[src/rtl/johnson_decoder.sv]
// Johnson-code receiver: checks each sampled code, converts it to a phase index, locks onto correctly
// counting streams and counts sequencing errors. Define JOHNSON_DIR_EN to also accept backward counting (adds a dir output).
module johnson_decoder #(
  parameter int WIDTH    = 4,
  parameter int IDX_W    = 3,
  parameter int LOCK_CNT = 2
) (
  input  logic             clk,
  input  logic             reset,
  input  logic             valid_in,
  input  logic [WIDTH-1:0] code_in,
  output logic             valid_out,
  output logic [IDX_W-1:0] index_out,
  output logic             legal_out,
  output logic             locked,
  output logic             seq_err,
  output logic [7:0]       err_count
`ifdef JOHNSON_DIR_EN
  ,
  output logic             dir
`endif
);

  localparam logic [IDX_W-1:0] LAST_IDX = IDX_W'(2 * WIDTH - 1);
  localparam logic [3:0]       LOCK_V   = 4'(LOCK_CNT);

  typedef enum logic {ST_UNLOCKED = 1'b0, ST_LOCKED = 1'b1} state_t;

  state_t           r_state, w_state_nxt;
  logic [3:0]       r_sc, w_sc_nxt, w_sc_step;
  logic [7:0]       r_err, w_err_nxt;
  logic             r_seq_err, w_seq_nxt;
  logic             r_valid, r_legal, r_p_valid;
  logic [IDX_W-1:0] r_index;
  logic             w_legal;
  logic [IDX_W-1:0] w_idx, w_idx_adv;
  logic             w_good, w_fwd, w_hold, w_bwd, w_bad, w_dir_chg;

  function automatic logic [WIDTH-1:0] low_ones(input int k);
    return (WIDTH'(1) << k) - WIDTH'(1);
  endfunction

  // Lower half of the ring is 2^k-1 (index k); upper half is its complement (index N+k).
  always_comb begin
    // NOTE: every always_comb output gets a default first so no path can infer a latch.
    w_legal = 1'b0;
    w_idx   = '0;
    for (int k = 0; k < WIDTH; k++) begin
      if (code_in == low_ones(k)) begin
        w_legal = 1'b1;
        w_idx   = IDX_W'(k);
      end
      if (code_in == ~low_ones(k)) begin
        w_legal = 1'b1;
        w_idx   = IDX_W'(WIDTH + k);
      end
    end
  end

  assign w_idx_adv = (r_index == LAST_IDX) ? '0 : r_index + IDX_W'(1);
  assign w_good    = valid_in && w_legal && r_p_valid;
  assign w_fwd     = w_good && (w_idx == w_idx_adv);
  assign w_hold    = w_good && (w_idx == r_index);

`ifdef JOHNSON_DIR_EN
  logic             r_dir;
  logic [IDX_W-1:0] w_idx_ret;
  assign w_idx_ret = (r_index == '0) ? LAST_IDX : r_index - IDX_W'(1);
  assign w_bwd     = w_good && (w_idx == w_idx_ret);
  assign w_dir_chg = (w_fwd && r_dir) || (w_bwd && !r_dir);
  assign dir       = r_dir;
`else
  assign w_bwd     = 1'b0;
  assign w_dir_chg = 1'b0;
`endif

  // A legal sample with no valid previous index only reloads p and is never classed.
  assign w_bad     = valid_in && (!w_legal || (r_p_valid && !(w_fwd || w_hold || w_bwd)));
  assign w_sc_step = w_dir_chg ? 4'd1 : r_sc + 4'd1;

  always_comb begin
    w_state_nxt = r_state;
    w_sc_nxt    = r_sc;
    w_err_nxt   = r_err;
    w_seq_nxt   = 1'b0;
    case (r_state)
      ST_UNLOCKED: begin
        if (w_bad) begin
          w_sc_nxt = '0;
        end else if (w_fwd || w_bwd) begin
          if (w_sc_step >= LOCK_V) begin
            w_state_nxt = ST_LOCKED;
            w_sc_nxt    = '0;
          end else begin
            w_sc_nxt = w_sc_step;
          end
        end
      end
      ST_LOCKED: begin
        if (w_bad) begin
          w_seq_nxt   = 1'b1;
          w_err_nxt   = (r_err == 8'hFF) ? r_err : r_err + 8'd1;
          w_state_nxt = ST_UNLOCKED;
          w_sc_nxt    = '0;
        end
      end
      default: w_state_nxt = ST_UNLOCKED;
    endcase
  end

  always_ff @(posedge clk or negedge reset) begin
    if (!reset) begin
      r_state   <= ST_UNLOCKED;
      r_sc      <= '0;
      r_err     <= '0;
      r_seq_err <= 1'b0;
      r_valid   <= 1'b0;
      r_legal   <= 1'b0;
      r_p_valid <= 1'b0;
      r_index   <= '0;
`ifdef JOHNSON_DIR_EN
      r_dir     <= 1'b0;
`endif
    end else begin
      // NOTE: non-blocking assignments so every register samples pre-edge values.
      r_state   <= w_state_nxt;
      r_sc      <= w_sc_nxt;
      r_err     <= w_err_nxt;
      r_seq_err <= w_seq_nxt;
      r_valid   <= valid_in;
      if (valid_in) begin
        r_legal   <= w_legal;
        r_p_valid <= w_legal;
        if (w_legal) r_index <= w_idx;
      end
`ifdef JOHNSON_DIR_EN
      if (w_fwd)      r_dir <= 1'b0;
      else if (w_bwd) r_dir <= 1'b1;
`endif
    end
  end

  assign valid_out = r_valid;
  assign index_out = r_index;
  assign legal_out = r_legal;
  assign locked    = (r_state == ST_LOCKED);
  assign seq_err   = r_seq_err;
  assign err_count = r_err;

endmodule

[config.mk]
export PLATFORM = sky130hd
export DESIGN_NAME = johnson_decoder
export DESIGN_NICKNAME = d
export VERILOG_FILES = /design/src/rtl/johnson_decoder.sv
export SDC_FILE = /design/constraint.sdc
export NUM_CORES = 1
export LEC_CHECK = 0
export BUFFER_PORTS_ARGS = -buffer_cell sky130_fd_sc_hd__buf_2
export CAP_MARGIN = 20
export CORE_AREA = 2 2 71 66
export DETAILED_ROUTE_END_ITERATION = 8
export DIE_AREA = 0 0 73 68
export PLACE_DENSITY = 0.58
export SLEW_MARGIN = 5
export SYNTH_ARGS = -nofsm -noshare
export SYNTH_HDL_FRONTEND = slang
export SYNTH_SLANG_ARGS = --single-unit
[constraint.sdc]
create_clock -name clk -period 5.95 [get_ports clk]
set_clock_uncertainty 0.2 [all_clocks]
set_input_delay 0 -clock clk [delete_from_list [all_inputs] [get_ports clk]]
set_output_delay 0 -clock clk [all_outputs]
set_load 0.01 [all_outputs]
; ---- Word-level counts from Yosys, hierarchy flattened
; Cells that the tools add are included.
[totals]
input_bits = 7
ff_bits = 19
word_cells = 68
out_inout_bits = 15
[classes]
n_mux = 28
eq_ne = 13
addsub = 3
n_lt_le_gt_ge = 1
n_reduce_logical = 14
n_bitwise = 2
[op_table]
columns = operator, n
row1 = $mux W3, 8
row2 = $eq A4 B4 Y1 const B, 4
row3 = $mux W4, 4
row4 = $mux W1, 14
row5 = $add A8 B1 Y8 const B, 1
row6 = $eq A8 B8 Y1 const B, 1
row7 = $pmux W4 S2, 1
row8 = $eq A3 B3 Y1, 2
row9 = $logic_and A1 B1 Y1, 6
row10 = $add A4 B1 Y4 const B, 1
row11 = $eq A4 B1 Y1 const B, 1
row12 = $eq A4 B2 Y1 const B, 1
row13 = $eq A4 B3 Y1 const B, 1
row14 = $ge A4 B2 Y1 const B, 1
row15 = $logic_not A4 Y1, 1
row16 = $reduce_and A2 Y1, 2
row17 = $add A3 B1 Y3 const B, 1
row18 = $eq A3 B3 Y1 const B, 1
row19 = $ne A3 B3 Y1 const B, 1
row20 = $reduce_and A3 Y1, 1
row21 = $logic_not A1 Y1, 2
row22 = $logic_or A1 B1 Y1, 2
row23 = $ne A2 B1 Y1 const B, 1
row24 = $not A1 Y1, 2
row25 = $pmux W1 S2, 1

; ---- Longest topological paths before layout
; Gate-level depths: netlist of the first run.
[logic_depth]
word_depth = 19
mapped_depth = 9
ltp_nobuf = 9

; ---- Worst setup path before layout of the first run
; OpenSTA, ideal clock, no wires.
[synth_timing]
path_kind = flip-flop to flip-flop
start = register r_index[0] (netlist: index_out[0])
end = register r_err[1] (netlist: err_count[1])
period_less_slack_ns = 2.565
setup_ns = 0.125
setup_slack_ns = 3.385
t_required_ns = 5.625
path_stages_with_launch = 10
path_buffers = 0
arrival_time_ns = 2.239
path_cell_list = dfrtp_1 > ha_1 > ha_1 > nor4_1 > a311oi_1 > a31oi_1 > and3_1 > o31ai_4 > nand2_4 > mux2_4
[synth_via]
elab_chain_len = 10
elab_cells_between_ends = 13
cone_classes = add/sub: 1 / eq/ne: 3 / mux: 1 / reduce/logical: 8
[synth_lines]
columns = element, line
row1 = start: declaration, 34  ; logic [IDX_W-1:0] r_index;
row2 = start signal: assignment, 134  ; if (w_legal) r_index <= w_idx;
row3 = $add A3 B1 Y3 / $eq A3 B3 Y1 (equally long branches), 60  ; assign w_idx_adv = (r_index == LAST_IDX) ? '0 : r_index + IDX_W'(1);
row4 = $mux W3, 60
row5 = $eq A3 B3 Y1, 62  ; assign w_fwd = w_good && (w_idx == w_idx_adv);
row6 = $logic_and A1 B1 Y1, 62
row7 = $logic_or A1 B1 Y1 *, 78  ; assign w_bad = valid_in && (!w_legal || (r_p_valid && !(w_fwd || w_hold || w_bwd)));
row8 = $logic_not A1 Y1 *, 78
row9 = $logic_and A1 B1 Y1 *, 78
row10 = $logic_or A1 B1 Y1 *, 78
row11 = $logic_and A1 B1 Y1 *, 78
row12 = $reduce_and A3 Y1 (no line) *, n/a
row13 = end signal: assignment, 128  ; r_err <= w_err_nxt;
row14 = end: declaration, 31  ; logic [7:0] r_err, w_err_nxt;
; Mark *: on every way between the ends. The rest lies on a longest branch, timed or not.
; A chain may end at the register's enable or synchronous reset.

; ---- Final worst setup path of the first run
[layout_timing]
start = register r_index[1] (netlist: index_out[1])
end = register r_err[1] (netlist: err_count[1])
; The elaborated chain is that of the path after synthesis.

==> results of run 1 <==
-- stage by stage --
stage | area [um2] | hold slack (ps) | setup WS (ps) | util | power, W
after global routing | 1440 | 21.2 | 2970 | 0.335 | 0.000348
after detailed placement | 1340 | -229 | 3160 | 0.313 | 0.000234
after global placement | 1340 | -235 | 3270 | 0.313 | 0.000229
after CTS | 1440 | 0.527 | 3160 | 0.335 | 0.000329
after floorplan | 1220 | -496 | 3390 | - | 0.000210
final | 1440 | 9.48 | 3160 | 0.335 | 0.000323
-- cell families (layout without fill, tap and decap cells) --
logic type                 count (synthesis)  count (layout)
muxes                                      4               4
AOI/OAI and AO/OA                         26              26
and+or+nand+nor                           45              45
buffers and inverters                     12              35
xor gates and xnor gates                  15              15
DFF                                       19              19
adders and majority gates                  5               5
-- final timing paths --
check / from / slack [ps] / endpoint
setup / recovery: index_out[1]$_DFFE_PN0N_ / 3160 / err_count[1]$_DFFE_PN0P_
hold / removal: reset / 9 / r_sc[0]$_DFFE_PN0P_
setup reg to reg: index_out[1]$_DFFE_PN0N_ / 3160 / err_count[1]$_DFFE_PN0P_
hold reg to reg: err_count[6]$_DFFE_PN0P_ / 290 / err_count[6]$_DFFE_PN0P_
max in group asynchronous: reset / 5240 / err_count[7]$_DFFE_PN0P_
min in group clk: code_in[0] / 10 / index_out[0]$_DFFE_PN0N_
-- final cells by class --
cell class              instances  area (um2)
fillers                       439        2850
multi-input cells              95         679
flip-flops and latches         19         475
repair buffers                 26         155
well taps                      50        62.6
clock buffers                   3        41.3
inverters                       5        18.8
clock inverters                 1        5.00
-- layer usage --
layer,part of all wire,vias up,wire (um)
met1,0.48,493,1210
li1,-,500,-
met4,0.0032,0,8
met3,0.045,2,113
met5,0,-,0
met2,0.47,26,1200
-- worst max-delay path: stages (launching register included) --
cell	delay, ps
dfrtp_1	490
ha_1	230
ha_1	330
nor4_1	60
a311oi_1	260
a31oi_1	60
and3_1	230
o31ai_4	410
nand2_4	90
mux2_4	310
-- flip-flops by register name, indices dropped and copies added, names as in the netlist --
name / flops
valid_out: 1
err_count: 8
r_p_valid: 1
locked: 1
r_sc: 4
seq_err: 1
index_out: 3
-- cell usage after synthesis, types with 2 or more instances --
master / instances
nor3_1: 2
xnor2_1: 12
mux2i_1: 3
nand4b_1: 2
nor2_1: 3
and3_1: 9
ha_1: 5
xor2_1: 3
o21ai_0: 3
dfrtp_1: 19
inv_1: 5
nand3b_1: 2
a31oi_1: 6
nand3_1: 3
nand2_1: 10
a21oi_1: 9
nand4_1: 3
buf_2: 3
and2_1: 2
-- what timing repair did --
action                                 4_1_cts  5_1_grt
endpoints found under the hold margin       25        0
hold buffers                                 5        0
gates resized for setup                      0        0
setup endpoints to repair                    0        0
-- where the power goes --
| group | internal, W | total [W] | switching (W) |
|---|---|---|---|
| registers | 0.000137 | 0.000151 | 0.0000133 |
| clock network | 0.0000465 | 0.0000912 | 0.0000446 |
| logic | 0.0000375 | 0.0000815 | 0.0000440 |
==> results_dict.tcl, run 1 <==
set metrics [dict create \
    synth_area_per_cell_um2 9.65 \
    power.leakage_nw 0.704 \
    ant_nets 0 \
    rr_worst_depth 9 \
    ys_seq_area_frac 0.391 \
    clock_sinks 19 \
    yosys.area.top_type_share 0.391 \
    synth_area_leader_cell "dfrtp_1" \
    area.growth.synth_to_final_pct 18.2 \
    finalHoldViolCount 0 \
    synthAdderAreaFrac 0.0514 \
    numCtsBuffers 3 \
    wl_um 2520 \
    synth_edf_count 0 \
    layout-drive-gt1-share 0.201 \
    antenna_found_initial 0 \
    start_util 0.284 \
    gr-total-overflow 0 \
    synth_mux_area_frac 0.0370 \
    ys_types 41 \
    vdd_ir_drop_max_mv 0.0694 \
    grt_usage 0.115 \
    dr.pass1.iters 4 \
    rsz0062_at_grt "no" \
    clk_pin_slew_ps 80 \
    clock.fmax_mhz 358 \
    grt_use_met2 0.199 \
    finalSetupViolations 0 \
    portBuffers 21 \
    insertion_delay_ps 250 \
    layout_commonest_cell "buf_2" \
    gp_congestion 0.766 \
    synth-compound-area-share 0.144 \
    synth_nets 138 \
    arrival_ps 2740 \
    status "finished, final reports clean" \
    viasPerCell 5.13 \
    finalCritPeriodShare 0.469 \
    grt_start_max_net_pins 20 \
    drc_errors 0 \
    avgRoutedWirePerCell_um 12.7 \
    final-instance-count-excl-fill 199 \
    synth_xor_area_frac 0.108 \
    grt_pass1_wl_um 4460 \
    grt_use_met1 0.145 \
    use_met3 0.0309 \
    die_h_um 68 \
    async_flop_share 1.00 \
    path_max_fanout 12 \
    nets 162 \
    n_antenna_cell 0 \
    synth.area.top_cells "dfrtp_1, xnor2_1, ha_1, and3_1, a21oi_1" \
    endpoint_kind "flip-flop" \
    core_area_um2 4290 \
    critical_path_required_ps 5890 \
    period_needed_ps 2790 \
    place_inst 190 \
    hpwl_um 1840 \
    cts-root-buf "clkbuf_8" \
    drt-initial-drc-count 60 \
    synth.yosys.warnings 0 \
    die_area_um2 4960 \
    vias 1021 \
    clock_path_buffers 2 \
    cp-start-kind "flip-flop" \
    synth_top_family_by_area "simple AND/OR/NAND/NOR gates" \
    yosys.area_share.simple 0.218 \
    ios 22 \
    die-width_um 73 \
    h-tree-depth 1 \
    top_usage_layer "met2" \
    maxCapViolCount 0 \
    worst_slew_pin_slew_ps 677 \
    slew_headroom 0.547 \
    tritoncts "done" \
    cts_setup_buffers 0 \
    drv_slew 0 \
    ys_ff_latch 19 \
    grt_pass1_vias 986 \
    critPathKind "flip-flop to flip-flop" \
    setup_tns_ps 0 \
    p_per_area_nw_per_um2 225 \
    synth_cells 126 \
    synth_flop_cell "dfrtp_1" \
    layout.cells.most_common_list "buf_2, dfrtp_1, xnor2_1, nand2_1" \
    synth_area_um2 1220 \
    min_path_type "input pin to async pin" \
    rows 23 \
]
Power figures use the tool's default switching activity.
==> run 2, diff against run 1 <==
ABC_AREA = 1   (was not set)
CORE_AREA = 2 2 72 67   (was 2 2 71 66)
DIE_AREA = 0 0 74 69   (was 0 0 73 68)
clock period = 2.9 ns   (was 5.95 ns; I/O delays follow)
==> run 2 against run 1 <==
  * Non-clock buffer count down 1
  * Fmax increased by 34%
  * Area after synthesis rose by 3.6%
  * Routed wire length up 0.28%
  * Total power up 92%
  * Worst setup slack lost 2300 ps
  * Die area grew 2.9%
  * Hold slack got worse by 1.9 ps
  * Largest power group unchanged
  * Highest routed layer unchanged
  * Combinational power rose by 72%
  * Global-route usage shrank 0.33 points
  * Critical path type unchanged
  * Final area rose by 5.9%
==> results_dict.tcl, run 2 <==
set metrics [dict create \
    status "finished, final reports clean" \
    vdd_ir_drop_max_mv 0.143 \
    p_clk_frac 0.304 \
    slew_headroom 0.549 \
    synth_most_common_cell "nand2_1" \
    power.leakage_nw 0.831 \
    critPathKind "flip-flop to flip-flop" \
    cp_num_buf_inv 0 \
    layout.cells.most_common_list "nand2_1, buf_2, dfrtp_1, nor2_1, inv_1" \
    gp_congestion 0.808 \
    design_area_um2 1520 \
    rsz0062_at_grt "no" \
    ys_ff_latch 19 \
    tritoncts "done" \
    n_antenna_cell 0 \
    ys_types 20 \
    clk_pin_slew_ps 70 \
    vias 1069 \
    p_per_area_nw_per_um2 407 \
    cts_resized 0 \
    worst_slew_pin_slew_ps 660 \
    endpoint_kind "flip-flop" \
    clock_path_buffers 2 \
    synth_area_per_cell_um2 7.59 \
    comb_power_share 0.226 \
    area.growth.synth_to_final_pct 20.9 \
    min_path_type "input pin to async pin" \
    crit_family "simple AND/OR/NAND/NOR gates" \
    largest_register_ffs 8 \
    grt_usage 0.112 \
    cts_setup_buffers 0 \
    core_area_um2 4350 \
    synth_xor_area_frac 0.0626 \
    swShare 0.312 \
    dpl-instance-area_um2 1450 \
    crit_start "index_out[0]$_DFFE_PN0N_" \
    setup_slack_ps 824 \
    grt_pass1_vias 983 \
    arrival_ps 2030 \
    portBuffers 21 \
    synth_cells 166 \
    hpwl_um 1930 \
    layout_commonest_cell "nand2_1" \
    reg2reg_from "index_out[0]$_DFFE_PN0N_" \
    synth_flop_cell "dfrtp_1" \
    internal-power_w 0.000427 \
    yosys.area_share.simple 0.410 \
    synth_edf_count 0 \
    finalCritPeriodShare 0.716 \
    synth.area.top_cells "dfrtp_1, nand2_1, nor2_1, ha_1, inv_1" \
    die_area_um2 5110 \
    numCtsBuffers 3 \
    maxCapViolCount 0 \
    dpl_worst_slack_ps 828 \
    cts-root-buf "clkbuf_8" \
    ios 22 \
    insertion_delay_ps 260 \
    wl_um 2530 \
    synthAdderAreaFrac 0.0497 \
    start_util 0.290 \
    ant_nets 0 \
    async_flop_share 1.00 \
    p_total_w 0.000620 \
    synth_top_family_by_area "simple AND/OR/NAND/NOR gates" \
    p_switching_w 0.000193 \
    setup_tns_ps 0 \
    worst_path_max_delay_cell "dfrtp_1" \
    drv_slew 0 \
    grt_start_max_net_pins 20 \
    die_h_um 69 \
    synth-compound-area-share 0.0377 \
    slowest_delay_ps 430 \
    layout-drive-gt1-share 0.242 \
    finalHoldViolCount 0 \
    seq_power_share 0.470 \
    synth_mux_area_frac 0 \
    grt_pass1_wl_um 4540 \
    ys_top_cells_by_count "nand2_1, dfrtp_1, nor2_1" \
    synth.yosys.warnings 0 \
    viasPerCell 4.18 \
    avgRoutedWirePerCell_um 9.88 \
    antenna_found_initial 0 \
    finalSetupViolations 0 \
    rows 23 \
    period_needed_ps 2080 \
    final_util 0.350 \
    crit_chain "ha_1 > ha_1 > xor2_1 > nor2_1 > nand3b_1 > nand2_2 > nand2_4 > nand3_4 > nand2_1 > nand2_1" \
    gr-total-overflow 0 \
    die-width_um 74 \
    synth_area_leader_cell "dfrtp_1" \
    drt-initial-drc-count 51 \
    h-tree-depth 1 \
    drc_errors 0 \
    synth_nets 178 \
    clock_sinks 19 \
    path_max_fanout 10 \
    dr.pass1.iters 4 \
    critical_path_required_ps 2850 \
    nets 207 \
    cp-start-kind "flip-flop" \
    ys_seq_area_frac 0.377 \
    clock.fmax_mhz 482 \
    yosys.area.top_type_share 0.377 \
    synth_area_um2 1260 \
]
-- run 2: layout make-up --
type                       instances  area, um2
fill                             470       2820
multi-input combinational        126        706
sequential                        19        475
timing repair buffer              25        143
tap                               62       77.6
inverter                          20       75.1
clock buffer                       3       41.3
clock inverter                     1       5.00
-- run 2: logic make-up after synthesis --
| family | count (synthesis) |
|---|---|
| flip-flops | 19 |
| adder cells (fa/ha/maj) | 5 |
| XOR/XNOR | 9 |
| buffers and inverters | 21 |
| AND/OR/NAND/NOR | 104 |
| AO/OA/AOI/OAI | 8 |
-- run 2: power groups by stage --
| stage | Sequential (W) | Combinational (W) | Clock [W] |
|---|---|---|---|
| floorplan | 0.000300 | 0.0000909 | 0 |
| detailed placement | 0.000297 | 0.000140 | 0 |
| global placement | 0.000298 | 0.000139 | 0 |
| global route | 0.000295 | 0.000161 | 0.000206 |
| finish | 0.000292 | 0.000140 | 0.000188 |
| CTS | 0.000292 | 0.000143 | 0.000198 |
-- run 2: worst reg2reg max path: stages (launching register included) --
cell and delay (ps):
dfrtp_1 430, ha_1 220, ha_1 280, xor2_1 150, nor2_1 60, nand3b_1 140, nand2_2 90, nand2_4 130
nand3_4 120, nand2_1 90, nand2_1 50
-- run 2: routing by layer --
layer	GRT usage	vias to the layer above	wire, um
met5	0	-	0
met2	0.154	21	1030
met4	0.0242	0	17
met1	0.171	458	1370
met3	0.0322	4	116
li1	-	586	-
-- run 2: stage by stage --
| step | hold slack [ps] | cells |
|---|---|---|
| after global routing | 47.4 | 256 |
| final | 7.61 | 256 |
| after CTS | 27.9 | 256 |
| after detailed placement | -227 | 249 |
| after floorplan | -496 | 166 |
| after global placement | -225 | 249 |
-- run 2: final timing paths --
| kind | end | slack (ps) | cells after the start |
|---|---|---|---|
| setup / recovery | err_count[2]$_DFFE_PN0P_ | 820 | 10 |
| hold / removal | index_out[0]$_DFFE_PN0N_ | 8 | 2 |
| setup reg to reg | err_count[2]$_DFFE_PN0P_ | 820 | 10 |
| hold reg to reg | r_sc[3]$_DFFE_PN0P_ | 330 | 2 |
| max in group asynchronous | err_count[4]$_DFFE_PN0P_ | 2190 | 2 |
| min in group clk | index_out[2]$_DFFE_PN0N_ | 50 | 6 |
-- run 2: timing repair --
action,4_1_cts,5_1_grt
hold buffers,3,0
endpoints found under the hold margin,33,0
endpoints found under the setup margin,0,0
